--- src/rtl/scc_i2s_tx_if.sv ---
// Sample/control and serial-output bundle of the SCC I2S transmitter.
// master = transmitter side, slave = mixer/DAC side.
interface scc_i2s_tx_if;
  logic [10:0] sound_in;
  logic        mute;
  logic        i2s_bclk;
  logic        i2s_lrclk;
  logic        i2s_data;
  logic        sample_valid;

  modport master (
    input  sound_in,
    input  mute,
    output i2s_bclk,
    output i2s_lrclk,
    output i2s_data,
    output sample_valid
  );

  modport slave (
    output sound_in,
    output mute,
    input  i2s_bclk,
    input  i2s_lrclk,
    input  i2s_data,
    input  sample_valid
  );
endinterface

--- src/rtl/scc_i2s_tx.sv ---
// SCC mix -> 16-bit PCM -> Philips I2S (32-bit slots, mono on L and R).
// Optional anti-alias IIR ahead of decimation: define SCC_I2S_LPF_EN.
module scc_i2s_tx #(
  parameter int CLK_DIV   = 7,
  parameter int LPF_SHIFT = 4
) (
  input logic         clk,
  input logic         nreset,
  scc_i2s_tx_if.master bus
);

  localparam int DW = $clog2(CLK_DIV);
  localparam logic [DW-1:0] DIV_TC = DW'(CLK_DIV - 1);

  if (CLK_DIV < 2 || LPF_SHIFT < 1 || LPF_SHIFT > 8) begin : g_bad_cfg
    $error("scc_i2s_tx: CLK_DIV or LPF_SHIFT out of range");
  end

  logic [DW-1:0] div_cnt;
  logic          bclk;
  logic          lrclk;
  logic          data;
  logic          valid;
  logic [5:0]    bit_cnt;
  logic [15:0]   pcm_reg;

  logic [15:0]   pcm;
  logic [15:0]   src;
  logic          tick;
  logic          fall;
  logic          wrap;
  logic [5:0]    bit_nxt;
  logic [4:0]    slot_m1;
  logic [3:0]    bit_idx;
  logic          data_nxt;

  assign pcm = {~bus.sound_in[10], bus.sound_in[9:0], 5'b0};

  assign tick    = (div_cnt == DIV_TC);
  assign fall    = tick & bclk;
  assign bit_nxt = bit_cnt + 6'd1;
  assign wrap    = fall & (bit_cnt == 6'd63);

  // Slots 1..16 of either half carry the word; slot 0 underflows to 31.
  assign slot_m1  = bit_nxt[4:0] - 5'd1;
  assign bit_idx  = ~slot_m1[3:0];
  assign data_nxt = ~slot_m1[4] & pcm_reg[bit_idx];

`ifdef SCC_I2S_LPF_EN
  logic signed [15:0] y;
  logic signed [16:0] diff;
  logic signed [16:0] step;
  logic signed [16:0] y_sum;

  assign diff  = $signed({pcm[15], pcm}) - $signed({y[15], y});
  assign step  = diff >>> LPF_SHIFT;
  assign y_sum = $signed({y[15], y}) + step;

  always_ff @(posedge clk) begin
    if (!nreset) begin
      y <= '0;
    end else begin
      y <= y_sum[15:0];
    end
  end

  assign src = y;
`else
  assign src = pcm;
`endif

  always_ff @(posedge clk) begin
    if (!nreset) begin
      div_cnt <= '0;
      bclk    <= 1'b0;
      bit_cnt <= '0;
      lrclk   <= 1'b0;
      data    <= 1'b0;
      valid   <= 1'b0;
      pcm_reg <= '0;
    end else begin
      valid <= wrap;
      if (tick) begin
        div_cnt <= '0;
        bclk    <= ~bclk;
      end else begin
        div_cnt <= div_cnt + DW'(1);
      end
      if (fall) begin
        bit_cnt <= bit_nxt;
        lrclk   <= bit_nxt[5];
        data    <= data_nxt;
      end
      if (wrap) begin
        pcm_reg <= bus.mute ? 16'h0000 : src;
      end
    end
  end

  assign bus.i2s_bclk     = bclk;
  assign bus.i2s_lrclk    = lrclk;
  assign bus.i2s_data     = data;
  assign bus.sample_valid = valid;

endmodule
--- src/flat_wrapper.sv ---
// flat-port wrapper written by rule: the top's interface ports become plain ports
module scc_i2s_tx_flat 
#(
  parameter int CLK_DIV   = 7,
  parameter int LPF_SHIFT = 4
)
  (clk, nreset, bus_sound_in, bus_mute, bus_i2s_bclk, bus_i2s_lrclk, bus_i2s_data, bus_sample_valid);
  scc_i2s_tx_if bus_i ();
  input logic clk;
  input logic nreset;
  input wire logic [$bits(bus_i.sound_in)-1:0] bus_sound_in;
  input wire logic [$bits(bus_i.mute)-1:0] bus_mute;
  output wire logic [$bits(bus_i.i2s_bclk)-1:0] bus_i2s_bclk;
  output wire logic [$bits(bus_i.i2s_lrclk)-1:0] bus_i2s_lrclk;
  output wire logic [$bits(bus_i.i2s_data)-1:0] bus_i2s_data;
  output wire logic [$bits(bus_i.sample_valid)-1:0] bus_sample_valid;
  assign bus_i.sound_in = bus_sound_in;
  assign bus_i.mute = bus_mute;
  assign bus_i2s_bclk = bus_i.i2s_bclk;
  assign bus_i2s_lrclk = bus_i.i2s_lrclk;
  assign bus_i2s_data = bus_i.i2s_data;
  assign bus_sample_valid = bus_i.sample_valid;
  scc_i2s_tx #(.CLK_DIV(CLK_DIV), .LPF_SHIFT(LPF_SHIFT)) u_core (.clk(clk), .nreset(nreset), .bus(bus_i));
endmodule
--- config.mk ---
export PLATFORM = sky130hd
export DESIGN_NAME = scc_i2s_tx_flat
export DESIGN_NICKNAME = d
export VERILOG_FILES = /design/src/rtl/scc_i2s_tx_if.sv /design/src/rtl/scc_i2s_tx.sv /design/src/flat_wrapper.sv
export SDC_FILE = /design/constraint.sdc
export NUM_CORES = 1
export LEC_CHECK = 0
export ABC_AREA = 1
export CORE_AREA = 2 2 64 48
export CTS_CLUSTER_DIAMETER = 120
export CTS_CLUSTER_SIZE = 24
export DETAILED_ROUTE_END_ITERATION = 7
export DIE_AREA = 0 0 66 50
export GPL_TIMING_DRIVEN = 0
export PLACE_DENSITY = 0.65
export SLEW_MARGIN = 10
export SYNTH_ARGS = -nofsm -noshare
export SYNTH_HDL_FRONTEND = slang
export SYNTH_SLANG_ARGS = --single-unit
--- constraint.sdc ---
create_clock -name clk -period 1.7 [get_ports clk]
set_input_delay 0.34 -clock clk [delete_from_list [all_inputs] [get_ports clk]]
set_output_delay 0.34 -clock clk [all_outputs]
set_load 0.02 [all_outputs]
# Yosys cells after proc, flatten, opt, wreduce, memory -nomap -nowiden
# Index checks and enable logic that the tools add are counted.
classes:
  addsub: 3
  multipliers: 0
  n_div: 0
  n_lt_le_gt_ge: 1
  n_eq_ne: 2
  n_shift: 0
  muxes: 3
  bitwise_logic: 8
  n_reduce_logical: 1
ops:
  columns: ["operator", "n"]
  rows:
  - ["two-way mux 16 bit", 1]
  - ["adder 6 x 1 -> 6 bit (second input constant)", 1]
  - ["equality test 6 bit (second input constant)", 1]
  - ["< comparator 4 x 5 -> 1 bit (second input constant)", 1]
  - ["subtractor 5 x 1 -> 5 bit (second input constant)", 1]
  - ["binary-select mux 1 bit (select 4 bit)", 1]
  - ["inverter 1 bit", 4]
  - ["inverter 4 bit", 1]
  - ["adder 3 x 1 -> 3 bit (second input constant)", 1]
  - ["bitwise AND 1 bit", 3]
  - ["equality test 3 bit (second input constant)", 1]
  - ["OR reduction 2 bit", 1]
  - ["two-way mux 1 bit", 1]
word_totals:
  ff_bits: 29
  latch_bits: 0
  ramBits: 0
  mem_bits_ro: 0
  output_inout_bits: 4
  wordCells: 25
  mem_count: 0

# Depth between registers and ports, before layout
logic_depth:
  word_depth: 6
  ltp_mapped: 11

# Worst setup path after synthesis
# OpenSTA, ideal clock, no wires.
synth_path:
  path_type: "register to register"
  startpoint: "reg u_core.bit_cnt[1]"
  endpoint: "reg u_core.data, in the netlist u_core.bus.i2s_data"
  t_arrival_ps: 1242
  required_time_ps: 1587
  setup_slack_ps: 345
  path_stages_with_launch: 12
  period_less_slack_ps: 1355
  path_cell_list: "dfxtp_1 > ha_1 > nor2_1 > inv_1 > nand2_1 > nand2_1 > nand2_1 > nand2_1 > nand2_1 > nand2_1 > nand3_1 > nand2_1"
synth_between:
  elab_chain_len: 6
synth_rtl:
  columns: ["element", "line_no", "text"]
  rows:
  - ["start, declared", "scc_i2s_tx.sv:24", "logic [5:0] bit_cnt;"]
  - ["start signal, assigned", "scc_i2s_tx.sv:90", "bit_cnt <= bit_nxt;"]
  - ["adder 6 x 1 -> 6 bit *", "scc_i2s_tx.sv:41", "assign bit_nxt = bit_cnt + 6'd1;"]
  - ["net u_core.bit_nxt[1]", "scc_i2s_tx.sv:32", "logic [5:0] bit_nxt;"]
  - ["subtractor 5 x 1 -> 5 bit *", "scc_i2s_tx.sv:45", "assign slot_m1 = bit_nxt[4:0] - 5'd1;"]
  - ["inverter 4 bit", "scc_i2s_tx.sv:46", "assign bit_idx = ~slot_m1[3:0];"]
  - ["binary-select mux 1 bit (select 4 bit)", "scc_i2s_tx.sv:47", "assign data_nxt = ~slot_m1[4] & pcm_reg[bit_idx];"]
  - ["two-way mux 1 bit (implied by the code)", "scc_i2s_tx.sv:47", null]
  - ["bitwise AND 1 bit *", "scc_i2s_tx.sv:47", null]
  - ["end signal, assigned", "scc_i2s_tx.sv:92", "data <= data_nxt;"]
  - ["end, declared", "scc_i2s_tx.sv:22", "logic data;"]
# Mark *: on every way through the listed nets, which the timed path passes. The rest lies on a longest branch. The select of a mux whose other input is x is not followed.
# A chain may end at the register's enable or synchronous reset.

# Worst setup path after layout
layout_path:
  startpoint: "reg u_core.bclk, in the netlist u_core.bus.i2s_bclk"
  endpoint: "out bus_i2s_bclk"
layout_rtl:
  columns: ["element", "line_no", "text"]
  rows:
  - ["start, declared", "scc_i2s_tx.sv:20", "logic bclk;"]
  - ["start signal, assigned", "scc_i2s_tx.sv:85", "bclk <= ~bclk;"]
  - ["end, declared", "flat_wrapper.sv:13", "output wire logic [$bits(bus_i.i2s_bclk)-1:0] bus_i2s_bclk;"]
# No word-level cell between the ends.

==> impl_metrics.env <==
export IMPL_run_status="finished clean"
export IMPL_antenna_diodes=0
export IMPL_cts_hold_buf=0
export IMPL_dp_hpwl_mm=1.861
export IMPL_setup_tns_ns=0
export IMPL_flow_area_growth_from_synthesis_pct=22.02
export IMPL_final_max_slew_viol_count=0
export IMPL_cts_repair_resized=0
export IMPL_slew_limit_headroom=0.6644
export IMPL_die_w_um=66
export IMPL_cp_cell_sequence="clkdlybuf4s50_1"
export IMPL_post_synth_inst_count=165
export IMPL_cts_clk_slew_worst_paths_ns=0.08
export IMPL_mapped_cell_area_um2=1142
export IMPL_grt_start_max_net_pins=14
export IMPL_flip_flop_and_latch_area_um2=460.4
export IMPL_timing_critical_path_to_type="output port"
export IMPL_multi_input_comb_area_um2=558.0
export IMPL_die_area_um2=3300
export IMPL_detailroute_via_count=1068
export IMPL_synth_top_family_by_area="simple AND/OR/NAND/NOR gates"
export IMPL_tightest_slew_ns=0.5034
export IMPL_drt_wirelength_per_cell_um=10.77
export IMPL_clock_sinks=23
export IMPL_firstDrtPassIters=4
export IMPL_worst_path_buf_inv=1
export IMPL_largest_register_ff_count=11
export IMPL_grt_antenna_before_repair=0
export IMPL_yosys_register_bits=23
export IMPL_cts_tree="done"
export IMPL_row_count=16
export IMPL_routed_wl_mm=2.380
export IMPL_grt_pass1_wl_mm=4.098
export IMPL_grt_pass1_vias=912
export IMPL_dieHeight_um=50
export IMPL_drt_iter0_markers=42
export IMPL_synth_compound_gate_area_share=0.09419
export IMPL_worst_path_max_fanout=3
export IMPL_clock_skew_ns=0.003746
export IMPL_critical_path_top_delay_family="buffers and inverters"
export IMPL_fillers=282
export IMPL_cts_htree_levels=1
export IMPL_finalCritPeriodShare=0.9429
export IMPL_synth_largest_area_cell="sky130_fd_sc_hd__dfxtp_1"
export IMPL_final_min_clock_period_ns=1.603
export IMPL_setup_violations=0
export IMPL_maxClockFrequency_mhz=623.9
export IMPL_worst_hold_slack_ns=0.4228
export IMPL_yosys_warnings=0
export IMPL_rsz_0062_raised_after_global_routing="no"
export IMPL_floorplan_io_pins=18
export IMPL_min_path_type="in2reg"
export IMPL_yosys_area_share_xor_xnor=0.02300
export IMPL_postCtsSetupRepairBufs=0
export IMPL_cp_start_kind="flop"
export IMPL_ir_worst_vdd_uv=422.2
export IMPL_synthTopCellsByArea="sky130_fd_sc_hd__dfxtp_1 (40%), sky130_fd_sc_hd__nand2_1 (17%), sky130_fd_sc_hd__nand3_1 (9.2%), sky130_fd_sc_hd__inv_1 (6.6%), sky130_fd_sc_hd__o21ai_1 (3.5%)"
export IMPL_clock_tree_buffer_depth=2
export IMPL_initial_core_util=0.4258
export IMPL_crit_path_top_delay_cell="sky130_fd_sc_hd__clkdlybuf4s50_1"
export IMPL_post_synth_mux_area_share=0
export IMPL_synth_seq_area_share=0.4031
export IMPL_cellLeakagePower_nw=0.5963
export IMPL_ctsRootBufferMaster="sky130_fd_sc_hd__clkbuf_8"
export IMPL_globalRouteOverflowTotal=0
export IMPL_final_hold_viol_count=0
export IMPL_mappedNetlistNets=182
export IMPL_synth_largest_type_area_fraction=0.4031
export IMPL_coreArea_um2=2683
export IMPL_synth_simple_gate_area_frac=0.3384
export IMPL_max_cap_violations=0
export IMPL_crit_required_ns=1.36
export IMPL_nNetsFinal=203
export IMPL_synth_distinct_cells=26
export IMPL_antenna_left=0
export IMPL_critical_path_class="reg2out"
export IMPL_grt_util_all_layers=0.1614
export IMPL_drive_gt1_frac=0.08108
export IMPL_route_detailed_drc=0
export IMPL_gp_congestion=0.8104
export IMPL_port_buffer_count=16
export IMPL_clk_latency_ns=0.27
export IMPL_timing_critical_path_arrival_ns=1.26
export IMPL_cts_inserted_buffers=3
export IMPL_critical_path_max_stage_delay_ns=0.62
export IMPL_pwr_density_cell_nw_per_um2=688.8
export IMPL_post_synth_fa_ha_maj_area_fraction=0.03286
export IMPL_post_synth_cell_area_avg_um2=6.923
export IMPL_vias_per_cell=4.833
[path summary, 6_finish.rpt]
kind / start / to / slack (ns) / depth (start not counted)
worst max-delay path: u_core.bus.i2s_bclk$_SDFFE_PN0N_ / bus_i2s_bclk / 0.1 / 1
worst min-delay path: nreset / u_core.bit_cnt[5]$_SDFFE_PN0P_ / 0.42 / 3
worst max register to register: u_core.bit_cnt[1]$_SDFFE_PN0P_ / u_core.bus.i2s_data$_SDFFE_PN0P_ / 0.15 / 11
worst min register to register: u_core.div_cnt[0]$_SDFF_PP0_ / u_core.div_cnt[0]$_SDFF_PP0_ / 0.45 / 1
[metrics by stage]
step                instance area [µm²]  worst slack [ns]    util  total power, mW  cells
global route                       1394           0.01699  0.5196           0.9954    221
global placement                   1348            0.2248  0.5023           0.6251    217
finish                             1394           0.09709  0.5196           0.9601    221
CTS                                1394           0.09696  0.5196           0.9690    221
detailed placement                 1348            0.1830  0.5023           0.6273    217
floorplan                          1142            0.3445       -           0.5906    165
[per-layer routing]
| layer | GRT usage | share of wire | up-vias |
|---|---|---|---|
| met5 | 0 | 0 | - |
| met4 | 0.03061 | 0.0088 | 0 |
| met3 | 0.04795 | 0.060 | 2 |
| met2 | 0.2407 | 0.43 | 25 |
| met1 | 0.2312 | 0.50 | 476 |
| li1 | - | - | 565 |
[cells in the mapped netlist]
library cell,instances
sky130_fd_sc_hd__nand2_1,52
sky130_fd_sc_hd__dfxtp_1,23
sky130_fd_sc_hd__nand3_1,21
sky130_fd_sc_hd__inv_1,20
sky130_fd_sc_hd__nor2_1,9
sky130_fd_sc_hd__o21ai_1,8
sky130_fd_sc_hd__o21ai_0,6
sky130_fd_sc_hd__a21oi_1,3
sky130_fd_sc_hd__ha_1,3
sky130_fd_sc_hd__buf_4,2
sky130_fd_sc_hd__nand3_2,2
sky130_fd_sc_hd__xnor2_1,2
sky130_fd_sc_hd__buf_1,1
sky130_fd_sc_hd__buf_2,1
sky130_fd_sc_hd__buf_6,1
sky130_fd_sc_hd__clkinv_1,1
sky130_fd_sc_hd__inv_2,1
sky130_fd_sc_hd__inv_4,1
sky130_fd_sc_hd__nand3b_1,1
sky130_fd_sc_hd__nand4_1,1
sky130_fd_sc_hd__nand4_2,1
sky130_fd_sc_hd__nor2_2,1
sky130_fd_sc_hd__o21ai_2,1
sky130_fd_sc_hd__o22ai_1,1
sky130_fd_sc_hd__o31ai_1,1
sky130_fd_sc_hd__xor2_1,1
[cells in the final DEF (no fill, tap or decap), drive strengths merged]
cell	instances
nand4	2
nor2	10
inv	22
o22ai	1
clkdlybuf4s50	16
a21oi	3
nand2	52
buf	5
xnor2	2
xor2	1
clkinv	2
nand3	23
ha	3
nand3b	1
o21ai	15
dfxtp	23
clkbuf	3
o31ai	1
[cell families after synthesis]
group           count (synthesis)
buf+inv                        28
simple gates                   88
xor+xnor                        3
flops                          23
fa+ha+maj                       3
compound gates                 20
[where the power goes]
group          leakage, nW  internal [mW]  switching [mW]
registers            0.186          0.545         0.00551
clock network       0.0255          0.164           0.182
logic                0.385         0.0357          0.0278
[area by class of cell]
type | count | share of cell area
well taps | 36 | 0.03232
clock buffers | 3 | 0.02962
multi-input cells | 114 | 0.4004
repair buffers | 16 | 0.1149
inverters | 23 | 0.06373
plain buffers | 5 | 0.02513
flip-flops and latches | 23 | 0.3303
clock inverters | 1 | 0.003591
Power figures use the tool's default switching activity.
